## src/rtl/spad_read_sequencer_if.sv

```systemverilog
// Handshake and scratchpad bus bundle for the scratchpad read sequencer.
// Signal names keep the block's i_/o_ directions as seen from the sequencer.
interface spad_read_sequencer_if #(
    parameter int ROWS        = 4,
    parameter int ADDR_WIDTH  = 6,
    parameter int ADDR_LENGTH = 9,
    parameter int DATA_WIDTH  = 8
) ();
    logic                                         i_reg_clear;
    logic                                         i_valid;
    logic                                         o_ready;
    logic [ADDR_LENGTH-1:0][ADDR_WIDTH-1:0]       i_addr;
    logic [ADDR_WIDTH-1:0]                        i_o_x;
    logic [ADDR_WIDTH-1:0]                        i_o_y;
    logic [ROWS-1:0]                              i_row_id;
    logic                                         o_sram_en;
    logic [ADDR_WIDTH-1:0]                        o_sram_addr;
    logic [DATA_WIDTH-1:0]                        i_sram_data;
    logic                                         o_valid;
    logic                                         i_ready;
    logic [ADDR_LENGTH-1:0][DATA_WIDTH-1:0]       o_data;
    logic [ADDR_WIDTH-1:0]                        o_o_x;
    logic [ADDR_WIDTH-1:0]                        o_o_y;
    logic [ROWS-1:0]                              o_row_id;
    logic                                         o_busy;

    modport slave (
        input  i_reg_clear, i_valid, i_addr, i_o_x, i_o_y, i_row_id, i_sram_data, i_ready,
        output o_ready, o_sram_en, o_sram_addr, o_valid, o_data, o_o_x, o_o_y, o_row_id, o_busy
    );

    modport master (
        output i_reg_clear, i_valid, i_addr, i_o_x, i_o_y, i_row_id, i_sram_data, i_ready,
        input  o_ready, o_sram_en, o_sram_addr, o_valid, o_data, o_o_x, o_o_y, o_row_id, o_busy
    );
endinterface

```

## src/rtl/spad_read_sequencer.sv

```systemverilog
// Gathers one window of ADDR_LENGTH scratchpad words by issuing sequential reads,
// then presents the gathered window with its tags until downstream accepts it.
module spad_read_sequencer #(
    parameter int ROWS        = 4,
    parameter int ADDR_WIDTH  = 6,
    parameter int ADDR_LENGTH = 9,
    parameter int DATA_WIDTH  = 8
) (
    input  logic                  i_clk,
    input  logic                  i_rst,
    spad_read_sequencer_if.slave  bus
);
    localparam int IDXW = (ADDR_LENGTH > 1) ? $clog2(ADDR_LENGTH) : 1;

    typedef enum logic [1:0] {IDLE, READ, DRAIN, OUT} state_e;

    state_e                                 state_q, state_d;
    logic [IDXW-1:0]                        idx_q, idx_d;
    logic                                   cap_en_q, cap_en_d;
    logic [IDXW-1:0]                        cap_idx_q, cap_idx_d;
    logic [ADDR_LENGTH-1:0][ADDR_WIDTH-1:0] addr_q, addr_d;
    logic [ADDR_LENGTH-1:0][DATA_WIDTH-1:0] data_q, data_d;
    logic [ADDR_WIDTH-1:0]                  ox_q, ox_d, oy_q, oy_d;
    logic [ROWS-1:0]                        row_q, row_d;

    always_comb begin
        state_d   = state_q;
        idx_d     = idx_q;
        cap_en_d  = 1'b0;
        cap_idx_d = idx_q;
        addr_d    = addr_q;
        data_d    = data_q;
        ox_d      = ox_q;
        oy_d      = oy_q;
        row_d     = row_q;

        // Word read in the previous cycle lands in the slot it was issued for.
        if (cap_en_q) data_d[cap_idx_q] = bus.i_sram_data;

        case (state_q)
            IDLE: begin
                if (bus.i_valid) begin
                    addr_d  = bus.i_addr;
                    ox_d    = bus.i_o_x;
                    oy_d    = bus.i_o_y;
                    row_d   = bus.i_row_id;
                    idx_d   = '0;
                    state_d = READ;
                end
            end
            READ: begin
                cap_en_d  = 1'b1;
                cap_idx_d = idx_q;
                if (idx_q == IDXW'(ADDR_LENGTH - 1)) state_d = DRAIN;
                else                                 idx_d   = idx_q + 1'b1;
            end
            DRAIN:   state_d = OUT;
            OUT:     if (bus.i_ready) state_d = IDLE;
            default: state_d = IDLE;
        endcase

        // Clear wins over everything, including a read still in flight.
        if (bus.i_reg_clear) begin
            state_d   = IDLE;
            idx_d     = '0;
            cap_en_d  = 1'b0;
            cap_idx_d = '0;
            addr_d    = '0;
            data_d    = '0;
            ox_d      = '0;
            oy_d      = '0;
            row_d     = '0;
        end
    end

    always_ff @(posedge i_clk or posedge i_rst) begin
        if (i_rst) begin
            state_q   <= IDLE;
            idx_q     <= '0;
            cap_en_q  <= 1'b0;
            cap_idx_q <= '0;
            addr_q    <= '0;
            data_q    <= '0;
            ox_q      <= '0;
            oy_q      <= '0;
            row_q     <= '0;
        end else begin
            state_q   <= state_d;
            idx_q     <= idx_d;
            cap_en_q  <= cap_en_d;
            cap_idx_q <= cap_idx_d;
            addr_q    <= addr_d;
            data_q    <= data_d;
            ox_q      <= ox_d;
            oy_q      <= oy_d;
            row_q     <= row_d;
        end
    end

    assign bus.o_ready     = (state_q == IDLE);
    assign bus.o_busy      = (state_q != IDLE);
    assign bus.o_valid     = (state_q == OUT);
    assign bus.o_sram_en   = (state_q == READ);
    assign bus.o_sram_addr = (state_q == READ) ? addr_q[idx_q] : '0;
    assign bus.o_data      = data_q;
    assign bus.o_o_x       = ox_q;
    assign bus.o_o_y       = oy_q;
    assign bus.o_row_id    = row_q;
endmodule

```

## src/flat_wrapper.sv

```systemverilog
// flat-port wrapper written by rule: the top's interface ports become plain ports
module spad_read_sequencer_flat 
#(
    parameter int ROWS        = 4,
    parameter int ADDR_WIDTH  = 6,
    parameter int ADDR_LENGTH = 9,
    parameter int DATA_WIDTH  = 8
)
  (i_clk, i_rst, bus_i_reg_clear, bus_i_valid, bus_i_addr, bus_i_o_x, bus_i_o_y, bus_i_row_id, bus_i_sram_data, bus_i_ready, bus_o_ready, bus_o_sram_en, bus_o_sram_addr, bus_o_valid, bus_o_data, bus_o_o_x, bus_o_o_y, bus_o_row_id, bus_o_busy);
  spad_read_sequencer_if #(.ROWS(ROWS), .ADDR_WIDTH(ADDR_WIDTH), .ADDR_LENGTH(ADDR_LENGTH), .DATA_WIDTH(DATA_WIDTH)) bus_i ();
  input  logic i_clk;
  input  logic i_rst;
  input wire logic [$bits(bus_i.i_reg_clear)-1:0] bus_i_reg_clear;
  input wire logic [$bits(bus_i.i_valid)-1:0] bus_i_valid;
  input wire logic [$bits(bus_i.i_addr)-1:0] bus_i_addr;
  input wire logic [$bits(bus_i.i_o_x)-1:0] bus_i_o_x;
  input wire logic [$bits(bus_i.i_o_y)-1:0] bus_i_o_y;
  input wire logic [$bits(bus_i.i_row_id)-1:0] bus_i_row_id;
  input wire logic [$bits(bus_i.i_sram_data)-1:0] bus_i_sram_data;
  input wire logic [$bits(bus_i.i_ready)-1:0] bus_i_ready;
  output wire logic [$bits(bus_i.o_ready)-1:0] bus_o_ready;
  output wire logic [$bits(bus_i.o_sram_en)-1:0] bus_o_sram_en;
  output wire logic [$bits(bus_i.o_sram_addr)-1:0] bus_o_sram_addr;
  output wire logic [$bits(bus_i.o_valid)-1:0] bus_o_valid;
  output wire logic [$bits(bus_i.o_data)-1:0] bus_o_data;
  output wire logic [$bits(bus_i.o_o_x)-1:0] bus_o_o_x;
  output wire logic [$bits(bus_i.o_o_y)-1:0] bus_o_o_y;
  output wire logic [$bits(bus_i.o_row_id)-1:0] bus_o_row_id;
  output wire logic [$bits(bus_i.o_busy)-1:0] bus_o_busy;
  assign bus_i.i_reg_clear = bus_i_reg_clear;
  assign bus_i.i_valid = bus_i_valid;
  assign bus_i.i_addr = bus_i_addr;
  assign bus_i.i_o_x = bus_i_o_x;
  assign bus_i.i_o_y = bus_i_o_y;
  assign bus_i.i_row_id = bus_i_row_id;
  assign bus_i.i_sram_data = bus_i_sram_data;
  assign bus_i.i_ready = bus_i_ready;
  assign bus_o_ready = bus_i.o_ready;
  assign bus_o_sram_en = bus_i.o_sram_en;
  assign bus_o_sram_addr = bus_i.o_sram_addr;
  assign bus_o_valid = bus_i.o_valid;
  assign bus_o_data = bus_i.o_data;
  assign bus_o_o_x = bus_i.o_o_x;
  assign bus_o_o_y = bus_i.o_o_y;
  assign bus_o_row_id = bus_i.o_row_id;
  assign bus_o_busy = bus_i.o_busy;
  spad_read_sequencer #(.ROWS(ROWS), .ADDR_WIDTH(ADDR_WIDTH), .ADDR_LENGTH(ADDR_LENGTH), .DATA_WIDTH(DATA_WIDTH)) u_core (.i_clk(i_clk), .i_rst(i_rst), .bus(bus_i));
endmodule
```

## config.mk

```make
export PLATFORM = sky130hd
export DESIGN_NAME = spad_read_sequencer_flat
export DESIGN_NICKNAME = d
export VERILOG_FILES = /design/src/rtl/spad_read_sequencer_if.sv /design/src/rtl/spad_read_sequencer.sv /design/src/flat_wrapper.sv
export SDC_FILE = /design/constraint.sdc
export NUM_CORES = 1
export LEC_CHECK = 0
export ABC_AREA = 1
export BUFFER_PORTS_ARGS = -buffer_cell sky130_fd_sc_hd__buf_2
export CAP_MARGIN = 40
export CORE_ASPECT_RATIO = 0.6
export CORE_MARGIN = 5
export CORE_UTILIZATION = 40
export DETAILED_ROUTE_END_ITERATION = 8
export GPL_TIMING_DRIVEN = 0
export HOLD_SLACK_MARGIN = 0.03
export MAX_ROUTING_LAYER = met4
export PLACE_DENSITY_LB_ADDON = 0.05
export SYNTH_ARGS = -nofsm -noshare
export SYNTH_HDL_FRONTEND = slang
export SYNTH_SLANG_ARGS = --single-unit
```

## constraint.sdc

```tcl
create_clock -name i_clk -period 11.3 [get_ports i_clk]
set_input_delay 0 -clock i_clk [delete_from_list [all_inputs] [get_ports i_clk]]
set_output_delay 0 -clock i_clk [all_outputs]
set_load 0.02 [all_outputs]
```

==> flow_summary.json, run 1 <==
{
  "finalCritPeriodShare_pct": 18.1,
  "cts_made_buffers": 17,
  "rr_worst_depth": 7,
  "die_w_um": 179,
  "crit_end": "bus_o_sram_addr[0]",
  "synth_nets": 828,
  "synth_cells": 740,
  "cp_max_fo": 10,
  "crit_type": "flop to output pin",
  "crit_required_ps": 11300,
  "regToRegEndpoint": "u_core.bus.o_o_y[1]",
  "antenna_found_initial": 1,
  "fin_setup_tns_ps": 0,
  "final-seq-area_mm2": 0.00383,
  "cts_tree": "built",
  "clk_path_buf_depth": 2,
  "grt_setup_unrepaired": "no",
  "dp_hpwl_um": 15800,
  "grt_pass1_wl_um": 34700,
  "power_density_mw_per_mm2": 169,
  "grt_max_degree": 82,
  "p_leak_nw": 4.69,
  "design_power_total_w": 0.00160,
  "core_region_area_mm2": 0.0170,
  "yosysUniqueCellTypes": 26,
  "ir_drop_mv": 0.0673,
  "gp_congestion": 0.826,
  "wirelength_um": 22200,
  "clock-root-buffer": "clkbuf_16",
  "ant_nets": 0,
  "worstHoldPathType": "input pin to flop",
  "finalHoldViolations": 0,
  "first_global_vias": 6290,
  "die_h_um": 112,
  "first_pass_iters": 7,
  "final_layout_size_suffix_gt1_share_pct": 28.6,
  "yosysWarnings": 0,
  "vias_per_cell": 5.09,
  "start_util_pct": 40.5,
  "r2r_slack_ps": 9360,
  "drv_cap": 0,
  "drc": 0,
  "status": "finished clean",
  "syn_avg_cell_area_um2": 9.29,
  "min_period_ps": 2040,
  "syn_area_mm2": 0.00688,
  "finalClockSkew_ps": 12.5,
  "htreeDepth": 4,
  "multi_input_area_mm2": 0.00235,
  "seq_area_frac_synth_pct": 55.7,
  "cp-startpoint": "u_core.idx_q[0]",
  "final_common_cell": "buf_2",
  "critPathCaptureType": "output pin",
  "synth_seq_cells": 153,
  "setup_viol": 0,
  "mostFrequentLayoutCells": "buf_2 (194), nand3_1 (191), dfrtp_1 (153)",
  "worstMarginPinSlew_ps": 618,
  "post_cts_buffers": 0,
  "rr_startpoint": "u_core.state_q[0]",
  "drv_slew": 0,
  "track_usage_pct": 22.9,
  "cts_sinks": 153,
  "port_buffers": 180,
  "via_count": 6440,
  "fmax_mhz": 489,
  "ios": 181,
  "critPathArrivalTime_ps": 2040,
  "clkTransAtPathRegs_ps": 70,
  "clock_latency_ps": 430,
  "drt_iter0_drc": 457,
  "area_growth_pct": 37.2,
  "fill_cells": 1525,
  "relSlewSlack_pct": 58.8,
  "crit_path_start_kind": "flop",
  "row_count": 37,
  "die_area_mm2": 0.0200,
  "grt_overflow_total": 0,
  "routedWlPerCell_um": 17.6,
  "nets": 1104
}
## cells by family (layout without fill, tap and decap cells)
group,after synthesis,in the layout,share of synthesized area (%)
AND/OR/NAND/NOR,288,288,20.9
AO/OA/AOI/OAI,157,157,12.2
flip-flops,153,153,55.7
buffers and inverters,136,425,10.2
adder cells (fa/ha/maj),5,5,0.910
XOR/XNOR,1,1,0.127
other,0,1,0
## Yosys cell counts
library cell	number	area, um^2
or2_1	1	6.26
nor3_2	3	30.0
nand3_1	191	956
ha_1	5	62.6
xor2_1	1	8.76
nor2_1	9	33.8
nand3_2	3	30.0
buf_4	5	37.5
buf_6	20	225
clkbuf_1	7	26.3
nand2_1	62	233
nor2_4	2	22.5
nand4_2	1	12.5
inv_1	81	304
buf_2	14	70.1
inv_2	4	15.0
nand2_2	12	75.1
o21ai_2	14	123
a21oi_1	9	45.0
o21ai_1	40	200
inv_4	1	6.26
nor4_4	1	21.3
o21ai_0	94	470
buf_1	4	15.0
dfrtp_1	153	3830
nand4_1	3	18.8
## per-stage QoR
| stage | hold WS, ps | cell area [um^2] | instances | util [%] | setup slack [ps] |
|---|---|---|---|---|---|
| floorplan | 66.4 | 6880 | 740 | - | 7180 |
| global placement | 232 | 8070 | 1154 | 47.5 | 5510 |
| detailed placement | -59.3 | 8130 | 1156 | 47.9 | 9390 |
| CTS | 30.6 | 9430 | 1263 | 55.5 | 9270 |
| global route | 49.0 | 9440 | 1264 | 55.5 | 9130 |
| finish | 40.2 | 9440 | 1264 | 55.5 | 9260 |
## layout make-up
| cell class | count | share of cell area (%) |
|---|---|---|
| sequential | 153 | 40.6 |
| multi-input combinational | 451 | 24.9 |
| timing repair buffer | 257 | 18.1 |
| clock buffer | 19 | 4.69 |
| buffer | 50 | 3.96 |
| inverter | 86 | 3.50 |
| tap | 234 | 3.10 |
| clock inverter | 13 | 1.17 |
| antenna | 1 | 0.0265 |
## critical path: stages (launching register included)
cell     delay [ps]
dfrtp_1         380
buf_4           180
inv_4           120
buf_2           260
nand2_1         160
nand3_1         100
nand3_1          90
nand3_1         110
a21oi_1          60
buf_2           170
## layer usage
layer / vias to the layer above / track usage, % / part of all wire, %
met5: - / - / 0
met4: 0 / 5.63 / 1.0
met3: 20 / 3.94 / 6.7
met2: 216 / 30.9 / 41
met1: 3144 / 35.6 / 51
li1: 3060 / - / -
## state kept, by name (all words and copies together), names as in the netlist
| name | count |
|---|---|
| u_core.cap_en_q | 1 |
| u_core.bus.o_data | 72 |
| u_core.bus.o_o_y | 6 |
| u_core.bus.o_row_id | 4 |
| u_core.cap_idx_q | 4 |
| u_core.idx_q | 4 |
| u_core.addr_q | 54 |
| u_core.bus.o_o_x | 6 |
| u_core.state_q | 2 |
## how the worst min path moves through the flow
stage,start,endpoint,cells past startpoint
global placement,bus_i_reg_clear,u_core.cap_idx_q[2],2
global route,bus_i_sram_data[2],u_core.bus.o_data[26],3
finish,bus_i_sram_data[2],u_core.bus.o_data[26],3
detailed placement,i_rst,u_core.bus.o_data[54],2
floorplan,bus_i_reg_clear,u_core.cap_idx_q[0],1
CTS,bus_i_sram_data[0],u_core.bus.o_data[24],3
## power breakdown
| part | total (W) | switching, W | internal [W] |
|---|---|---|---|
| combinational | 0.000435 | 0.000285 | 0.000150 |
| sequential | 0.000627 | 0.0000249 | 0.000603 |
| clock | 0.000537 | 0.000245 | 0.000292 |
## timing repair
| item | CTS | global route |
|---|---|---|
| endpoints found under the hold margin | 173 | 0 |
| resized for setup | 0 | 0 |
| hold buffers | 75 | 0 |
(Power assumes the default switching activity.)
==> run 2: changes to the inputs <==
clock period = 1.9 ns   (was 11.3 ns; I/O delays follow)
==> flow_summary.json, run 2 (same netlist as run 1, synthesis figures left out) <==
{
  "status": "finished clean",
  "clock-root-buffer": "clkbuf_16",
  "nets": 1111,
  "core_region_area_mm2": 0.0170,
  "drv_cap": 0,
  "via_count": 6318,
  "final_layout_size_suffix_gt1_share_pct": 30.2,
  "drc": 0,
  "cts_made_buffers": 17,
  "fill_cells": 1509,
  "setup_viol": 0,
  "final_core_util_pct": 56.6,
  "antenna_cells": 0,
  "row_count": 37,
  "power_density_mw_per_mm2": 1030,
  "ios": 181,
  "post-place-cells": 1158,
  "relSlewSlack_pct": 61.6,
  "dp_hpwl_um": 15500,
  "clk_path_buf_depth": 2,
  "crit_path_start_kind": "flop",
  "start_util_pct": 40.5,
  "final_area_mm2": 0.00961,
  "cts_sinks": 153,
  "die_w_um": 179,
  "rr_worst_depth": 8,
  "wirelength_um": 21500,
  "finalClockSkew_ps": 15.8,
  "cp_max_fo": 10,
  "worstMarginPinSlew_ps": 576,
  "hold_path_depth": 3,
  "design_power_total_w": 0.00985,
  "critPathArrivalTime_ps": 1810,
  "first_global_vias": 6366,
  "worstHoldPathType": "input pin to flop",
  "clkTransAtPathRegs_ps": 70,
  "final_cells": 1270,
  "finalCritPeriodShare_pct": 95.1,
  "p_leak_nw": 4.78,
  "crit_required_ps": 1900,
  "grt_overflow_total": 0,
  "drt_iter0_drc": 472,
  "fmax_mhz": 554,
  "crit_type": "flop to output pin",
  "die_area_mm2": 0.0200,
  "r2r_slack_ps": 120,
  "track_usage_pct": 22.7,
  "area_growth_pct": 39.7,
  "die_h_um": 112,
  "mostFrequentLayoutCells": "nand3_1 (190), buf_2 (183), dfrtp_1 (152)",
  "grt_setup_unrepaired": "yes",
  "largest_reg_flops": 72,
  "ir_drop_mv": 0.557,
  "min_period_ps": 1810,
  "routedWlPerCell_um": 16.9,
  "worstHoldStart": "bus_i_sram_data[1]",
  "final_common_cell": "nand3_1",
  "port_buffers": 180,
  "antenna_found_initial": 0,
  "cts_tree": "built",
  "worstHoldEndpoint": "u_core.bus.o_data[25]",
  "ant_nets": 0,
  "vias_per_cell": 4.97,
  "grt_max_degree": 41,
  "finalHoldViolations": 0,
  "rr_startpoint": "u_core.state_q[0]",
  "post_dp_cell_area_mm2": 0.00815,
  "grt_pass1_wl_um": 34500,
  "gp_congestion": 0.846,
  "critPathCaptureType": "output pin",
  "htreeDepth": 4,
  "drv_slew": 0,
  "first_pass_iters": 5,
  "regToRegEndpoint": "u_core.addr_q[10]",
  "clock_latency_ps": 420
}
-- run 2: cell count changes in the layout (fill, tap and decap cells not counted), sizes merged --
cell,before,now
dlygate4sd3,75,74
diode,1,0
buf,225,231
clkinvlp,5,2
inv,92,94
clkinv,2,4
bufinv,0,1
-- run 2: what timing repair did --
item | in CTS | in global routing
setup endpoints to repair | 21 | 68
setup buffers | 0 | 6
pin swaps | 0 | 1
endpoints found under the hold margin | 153 | 0
resized for setup | 7 | 25
hold buffers | 74 | 0
-- run 2: layout make-up --
class / count / area (um^2) / area share (%)
tap: 234 / 293 / 3.05
inverter: 86 / 329 / 3.42
sequential: 153 / 3830 / 39.9
clock buffer: 17 / 425 / 4.43
clock inverter: 15 / 154 / 1.60
multi-input combinational: 451 / 2380 / 24.8
timing repair buffer: 264 / 1780 / 18.5
buffer: 50 / 415 / 4.32
-- run 2: how the worst max path moves through the flow --
stage,start,end,slack [ps],cells after the start
floorplan,i_rst,u_core.addr_q[0],-30,1
global placement,i_rst,u_core.bus.o_data[37],-970,2
detailed placement,u_core.state_q[0],u_core.addr_q[50],-3,7
CTS,u_core.idx_q[0],bus_o_sram_addr[0],4,9
global route,u_core.state_q[0],u_core.addr_q[2],-4,8
finish,u_core.idx_q[0],bus_o_sram_addr[0],90,8
-- run 2: critical path, stage by stage, from the launching register on --
cell and delay (ps):
dfrtp_1 380, buf_6 150, buf_2 180, nand2_1 80
nand3_1 120, nand3_1 100, nand3_1 90, a21oi_2 130
buf_4 150
-- run 2: power breakdown --
group | leakage [nW] | total (W) | switching (W) | internal, W
Clock | 0.287 | 0.00337 | 0.00151 | 0.00186
Sequential | 2.06 | 0.00373 | 0.000145 | 0.00358
Combinational | 2.43 | 0.00275 | 0.00172 | 0.00104
-- run 2: metal layers --
metal  vias up  GRT usage, %  wire length (um)  part of all wire (%)
li1       3077             -                 -                     -
met1      2988          35.5             10900                    51
met2       234          30.4              8700                    41
met3        19          4.11              1650                   7.7
met4         0          4.92               212                  0.99
met5         -             -                 0                     0
-- run 2: through the flow --
stage / hold slack, ps / worst slack, ps / TNS [ps]
6_report: 56.1 / 94.0 / 0
5_1_grt: 51.9 / -3.97 / -9.16
4_1_cts: 37.4 / 3.74 / 0
3_5_place_dp: -9.20 / -3.49 / -5.86
3_3_place_gp: 238 / -972 / -146450
2_1_floorplan: 66.4 / -30.9 / -4730
